<file path="config.mk">
export PLATFORM = sky130hd
export DESIGN_NAME = uart_rx
export DESIGN_NICKNAME = d
export VERILOG_FILES = /design/src/rtl/uart_rx.sv
export SDC_FILE = /design/constraint.sdc
export NUM_CORES = 1
export LEC_CHECK = 0
export BUFFER_PORTS_ARGS = -buffer_cell sky130_fd_sc_hd__clkbuf_2
export CELL_PAD_IN_SITES_DETAIL_PLACEMENT = 1
export CELL_PAD_IN_SITES_GLOBAL_PLACEMENT = 1
export CORE_MARGIN = 4
export CORE_UTILIZATION = 25
export CTS_BUF_LIST = sky130_fd_sc_hd__clkbuf_2 sky130_fd_sc_hd__clkbuf_4 sky130_fd_sc_hd__clkbuf_8
export CTS_CLUSTER_DIAMETER = 200
export CTS_CLUSTER_SIZE = 28
export DETAILED_ROUTE_END_ITERATION = 7
export MAX_ROUTING_LAYER = met4
export PLACE_DENSITY = 0.47
export SLEW_MARGIN = 20
export SYNTH_ARGS = -nofsm -noshare
export SYNTH_HDL_FRONTEND = slang
export SYNTH_SLANG_ARGS = --single-unit
</file>
<file path="constraint.sdc">
create_clock -name clk -period 3.4 [get_ports clk]
set_input_delay 0.34 -clock clk [delete_from_list [all_inputs] [get_ports clk]]
set_output_delay 0.34 -clock clk [all_outputs]
set_load 0.005 [all_outputs]
</file>
<file path="src/rtl/uart_rx.sv">
// uart_rx: 8N1 UART receiver with 2-flop synchronizer, mid-bit sampling and framing-error detection
module uart_rx #(
    parameter int CLKS_PER_BIT = 2604,
    parameter int HALF_BIT     = CLKS_PER_BIT / 2
) (
    input  logic       clk,
    input  logic       rst,
    input  logic       rx_data,
    output logic [7:0] dout,
    output logic       rx_done,
    output logic       frame_err,
    output logic       busy
);
    localparam int CW = $clog2(CLKS_PER_BIT);
    localparam logic [2:0] IDLE      = 3'd0;
    localparam logic [2:0] START     = 3'd1;
    localparam logic [2:0] DATA      = 3'd2;
    localparam logic [2:0] STOP      = 3'd3;
    localparam logic [2:0] WAIT_HIGH = 3'd4;
    localparam logic [CW-1:0] CNT_LAST = CW'(CLKS_PER_BIT - 1);
    localparam logic [CW-1:0] CNT_HALF = CW'(HALF_BIT - 1);

    logic          r_sync1;
    logic          r_sync2;
    logic [2:0]    r_state;
    logic [2:0]    w_next;
    logic [CW-1:0] r_cnt;
    logic [2:0]    r_bit;
    logic [7:0]    r_shift;
    logic          w_rx_s;
    logic          w_last;
    logic          w_half;
    logic          w_sample;
    logic          w_stop_chk;

    assign w_rx_s     = r_sync2;
    assign w_last     = r_cnt == CNT_LAST;
    assign w_half     = r_cnt == CNT_HALF;
    assign w_sample   = r_state == DATA && w_last;
    assign w_stop_chk = r_state == STOP && w_last;

    // bring the asynchronous line into the clock domain; idle-high on reset
    always_ff @(posedge clk) begin
        if (rst) begin
            r_sync1 <= 1'b1;
            r_sync2 <= 1'b1;
        end else begin
            r_sync1 <= rx_data;
            r_sync2 <= r_sync1;
        end
    end

    // next-state decision; a high start-bit sample is a glitch, a low stop bit waits for the line to recover
    always_comb begin
        w_next = r_state;
        case (r_state)
            IDLE:      w_next = w_rx_s ? IDLE : START;
            START:     w_next = w_half ? (w_rx_s ? IDLE : DATA) : START;
            DATA:      w_next = (w_last && r_bit == 3'd7) ? STOP : DATA;
            STOP:      w_next = w_last ? (w_rx_s ? IDLE : WAIT_HIGH) : STOP;
            WAIT_HIGH: w_next = w_rx_s ? IDLE : WAIT_HIGH;
            default:   w_next = IDLE;
        endcase
    end

    // state register, bit-period counter and busy flag registered alongside the state
    always_ff @(posedge clk) begin
        if (rst) begin
            r_state <= IDLE;
            r_cnt   <= '0;
            busy    <= 1'b0;
        end else begin
            r_state <= w_next;
            r_cnt   <= (w_next != r_state || w_sample || r_state == IDLE || r_state == WAIT_HIGH) ? '0 : r_cnt + 1'b1;
            busy    <= w_next != IDLE;
        end
    end

    // shift data bits in LSB first; the bit counter wraps 7->0 on the last data bit
    always_ff @(posedge clk) begin
        if (rst) begin
            r_shift <= 8'h00;
            r_bit   <= 3'd0;
        end else if (w_sample) begin
            r_shift <= {w_rx_s, r_shift[7:1]};
            r_bit   <= r_bit + 3'd1;
        end
    end

    // stop-bit verdict: publish the byte on a good stop bit, flag a framing error otherwise
    always_ff @(posedge clk) begin
        if (rst) begin
            dout      <= 8'h00;
            rx_done   <= 1'b0;
            frame_err <= 1'b0;
        end else begin
            rx_done   <= w_stop_chk && w_rx_s;
            frame_err <= w_stop_chk && !w_rx_s;
            if (w_stop_chk && w_rx_s)
                dout <= r_shift;
        end
    end
endmodule

</file>
==> results.md <==
- Outcome: finished clean
- TritonCTS clock tree: built
- Tightest Hold Check Type: input pin to flop
- Power density over the cells: 419 nW/um^2
- WL per Instance: 14.4 um
- Fraction of final layout cells sized beyond drive strength 1: 0.163
- Number of warnings issued by yosys: 0
- Number of post-CTS setup repair buffers: 0
- Area of the core: 6460 um^2
- Post-Synthesis Mean Instance Area: 9.89 um^2
- Vias in the first global route: 1,344
- Setup Crit Path Kind: flop to flop
- Port bufs: 13
- Number of standard-cell rows in the floorplan: 29
- Biggest fanout along the worst timing path: 12
- Max H-tree Level: 2
- Die Y-Extent: 90.5 um
- Largest net degree at the start of global routing: 26
- Clock insertion delay at the later pin of the skew report: 290 ps
- Number of clock buffers inserted by TritonCTS: 5
- Total half-perimeter wirelength after legalization and detailed placement: 2.71 mm
- DIE WIDTH: 90.5 um
- Final Cell Area: 1890 um^2
- Share of the clock period used by the worst path after layout: 0.555
- Final hold violations: 0
- Post-Syn Nets: 179
- Leakage Power: 0.797 nW
- Max Fclk: 530 MHz
- Post-Place Worst Slack: 1480 ps
- Register clock-pin slew on the reported worst setup and hold paths: 80 ps
- DRC violation count after routing: 0
- Cell variety after synth: 34
- Final setup skew: 7.23 ps
- Total grt overflow: 0
- Quantity of gates resized following cts: 0
- Worst setup EP type: flop
- DR vias/cell: 4.82
- Drt first-iter violations: 48
- Detail Route Antenna Nets: 0
- Number of inserted diodes: 0
- Min Clock Period, post-route: 1890 ps
- Max Transition Viols Final: 0
- Final standard cell count with taps included and fillers excluded: 261
- Crit path arrival time: 2040 ps
- Net total in the final layout: 190
- Worst-case headroom to the max-slew limit: 0.611
- Hold buffer count at cts: 0
- Final core utilization: 0.293
- Synthesized flop and latch total: 39
- Instance count after placement with tap cells included: 253
- Synthesized netlist cell count: 172
- Area of the mapped netlist: 1700 um^2
- Final-layout setup total negative slack: 0 ps
- Worst Max-Slew Pin Slew: 584 ps
- Max VDD drop: 0.154 mV
- Total routing resource utilization after global routing: 0.101
- Count of clock tree sinks: 39
- Number of enable-type register cells in the synthesized netlist: 0
- Post-synthesis async set-or-reset flop share: 0
- CP Launch Type: flop
- Num ports: 14
- Total Die Area: 8180 um^2
- Area post-placement: 1800 um^2
- Setup-failing EPs final: 0
- Max Used Layer: met4
- Starting density of the core: 0.263
- Met3 Wirelength: 107 um
- First-pass GRT wire length: 6.51 mm
- Routed length on met1: 1.79 mm
- Number of antenna violations at the first check in global routing: 0
- Met2 WL post-DR: 1.81 mm
- Root buffer cell: sky130_fd_sc_hd__clkbuf_8
- Placer Congestion: 0.717
- Data required time at the worst endpoint: 3550 ps
- Unrepaired setup endpoints after global routing: no
- Least setup slack across all paths after layout: 1510 ps
- Area delta synth->final: 11.1%
- Share of synthesized area occupied by flip-flops and latches: 0.459
- Vias: 1,259
- Max cap viols: 0
- Total length of routed wires: 3.76 mm
- Initial DRT Pass Iterations: 4
- Overall power consumption: 0.792 mW
- Reg2reg setup slack: 1510 ps
- Commonest register cell after synthesis: sky130_fd_sc_hd__dfxtp_1
- Clock tree buffer depth: 2
- Hold slack: 227 ps
==> cell usage after synthesis (all sizes together), types with 2 or more instances <==
| cell type | number | area, um^2 |
|---|---|---|
| and4b | 3 | 30.0 |
| and4bb | 2 | 28.8 |
| buf | 5 | 45.0 |
| clkbuf | 4 | 16.3 |
| dfxtp | 39 | 781 |
| ha | 4 | 50.1 |
| inv | 4 | 15.0 |
| mux2i | 19 | 190 |
| nand2 | 7 | 26.3 |
| nand3 | 6 | 30.0 |
| nand3b | 2 | 15.0 |
| nand4 | 5 | 50.1 |
| nor2 | 21 | 78.8 |
| nor2b | 2 | 12.5 |
| nor3 | 18 | 90.1 |
| nor3b | 2 | 15.0 |
| nor4 | 4 | 25.0 |
| o21ai | 2 | 10.0 |
| or2 | 3 | 18.8 |
| xnor2 | 7 | 61.3 |
| xor2 | 4 | 35.0 |
==> worst max-delay path, stage by stage (launching register included) <==
cell                       delay (ps)
sky130_fd_sc_hd__dfxtp_1          420
sky130_fd_sc_hd__ha_1             170
sky130_fd_sc_hd__nor4bb_1         290
sky130_fd_sc_hd__nand3_1          180
sky130_fd_sc_hd__a22oi_2          550
sky130_fd_sc_hd__nor3_1           130
==> kinds of logic (layout without fill, tap and decap cells) <==
group	after synthesis	after routing	share of synthesized area
mux	19	19	0.112
compound gates	5	5	0.0228
fa+ha+maj	4	4	0.0294
buf+inv	13	25	0.0449
simple gates	81	81	0.275
xor+xnor	11	11	0.0567
flops	39	39	0.459
==> registers in the layout (all words and copies together) (netlist names) <==
register / cells
r_bit: 3
r_state: 3
r_shift: 8
r_sync1: 1
rx_done: 1
dout: 8
frame_err: 1
r_cnt: 12
r_sync2: 1
busy: 1
==> power by group <==
group | switching, mW | leakage [nW] | internal [mW] | total [mW]
Combinational | 0.0123 | 0.442 | 0.00513 | 0.0174
Clock | 0.169 | 0.0402 | 0.143 | 0.312
Sequential | 0.00339 | 0.315 | 0.459 | 0.462
Total | 0.185 | 0.797 | 0.607 | 0.792
==> area by class of cell <==
type                            count  area, um^2
Timing Repair Buffer               13        65.1
Fill cell                         732        4570
Tap cell                           77        96.3
Multi-Input combinational cell    120         843
Sequential cell                    39         781
Clock inverter                      3        20.0
Inverter                            4        15.0
Clock buffer                        5        68.8
==> final timing paths <==
path / start / endpoint / depth (start not counted)
setup / recovery: r_cnt[0] / r_cnt[9] / 5
hold / removal: rx_data / r_sync1 / 2
setup reg to reg: r_cnt[0] / r_cnt[9] / 5
hold reg to reg: r_sync1 / r_sync2 / 1
==> cell usage in the layout (no fill, tap or decap), types with 5 or more instances in the layout <==
master / synthesis / routed
sky130_fd_sc_hd__xnor2_1: 7 / 7
sky130_fd_sc_hd__clkbuf_2: 1 / 13
sky130_fd_sc_hd__nor3_1: 18 / 18
sky130_fd_sc_hd__nor2_1: 21 / 21
sky130_fd_sc_hd__nand3_1: 6 / 6
sky130_fd_sc_hd__dfxtp_1: 39 / 39
sky130_fd_sc_hd__mux2i_1: 19 / 19
sky130_fd_sc_hd__nand2_1: 7 / 7
sky130_fd_sc_hd__clkbuf_8: 0 / 5
==> routing by layer <==
layer  track usage  vias up
li1              -      625
met1         0.121      616
met2         0.161       14
met3        0.0258        4
met4        0.0421        0
met5             -        -
No activity file was read; power rests on OpenSTA's default activity.
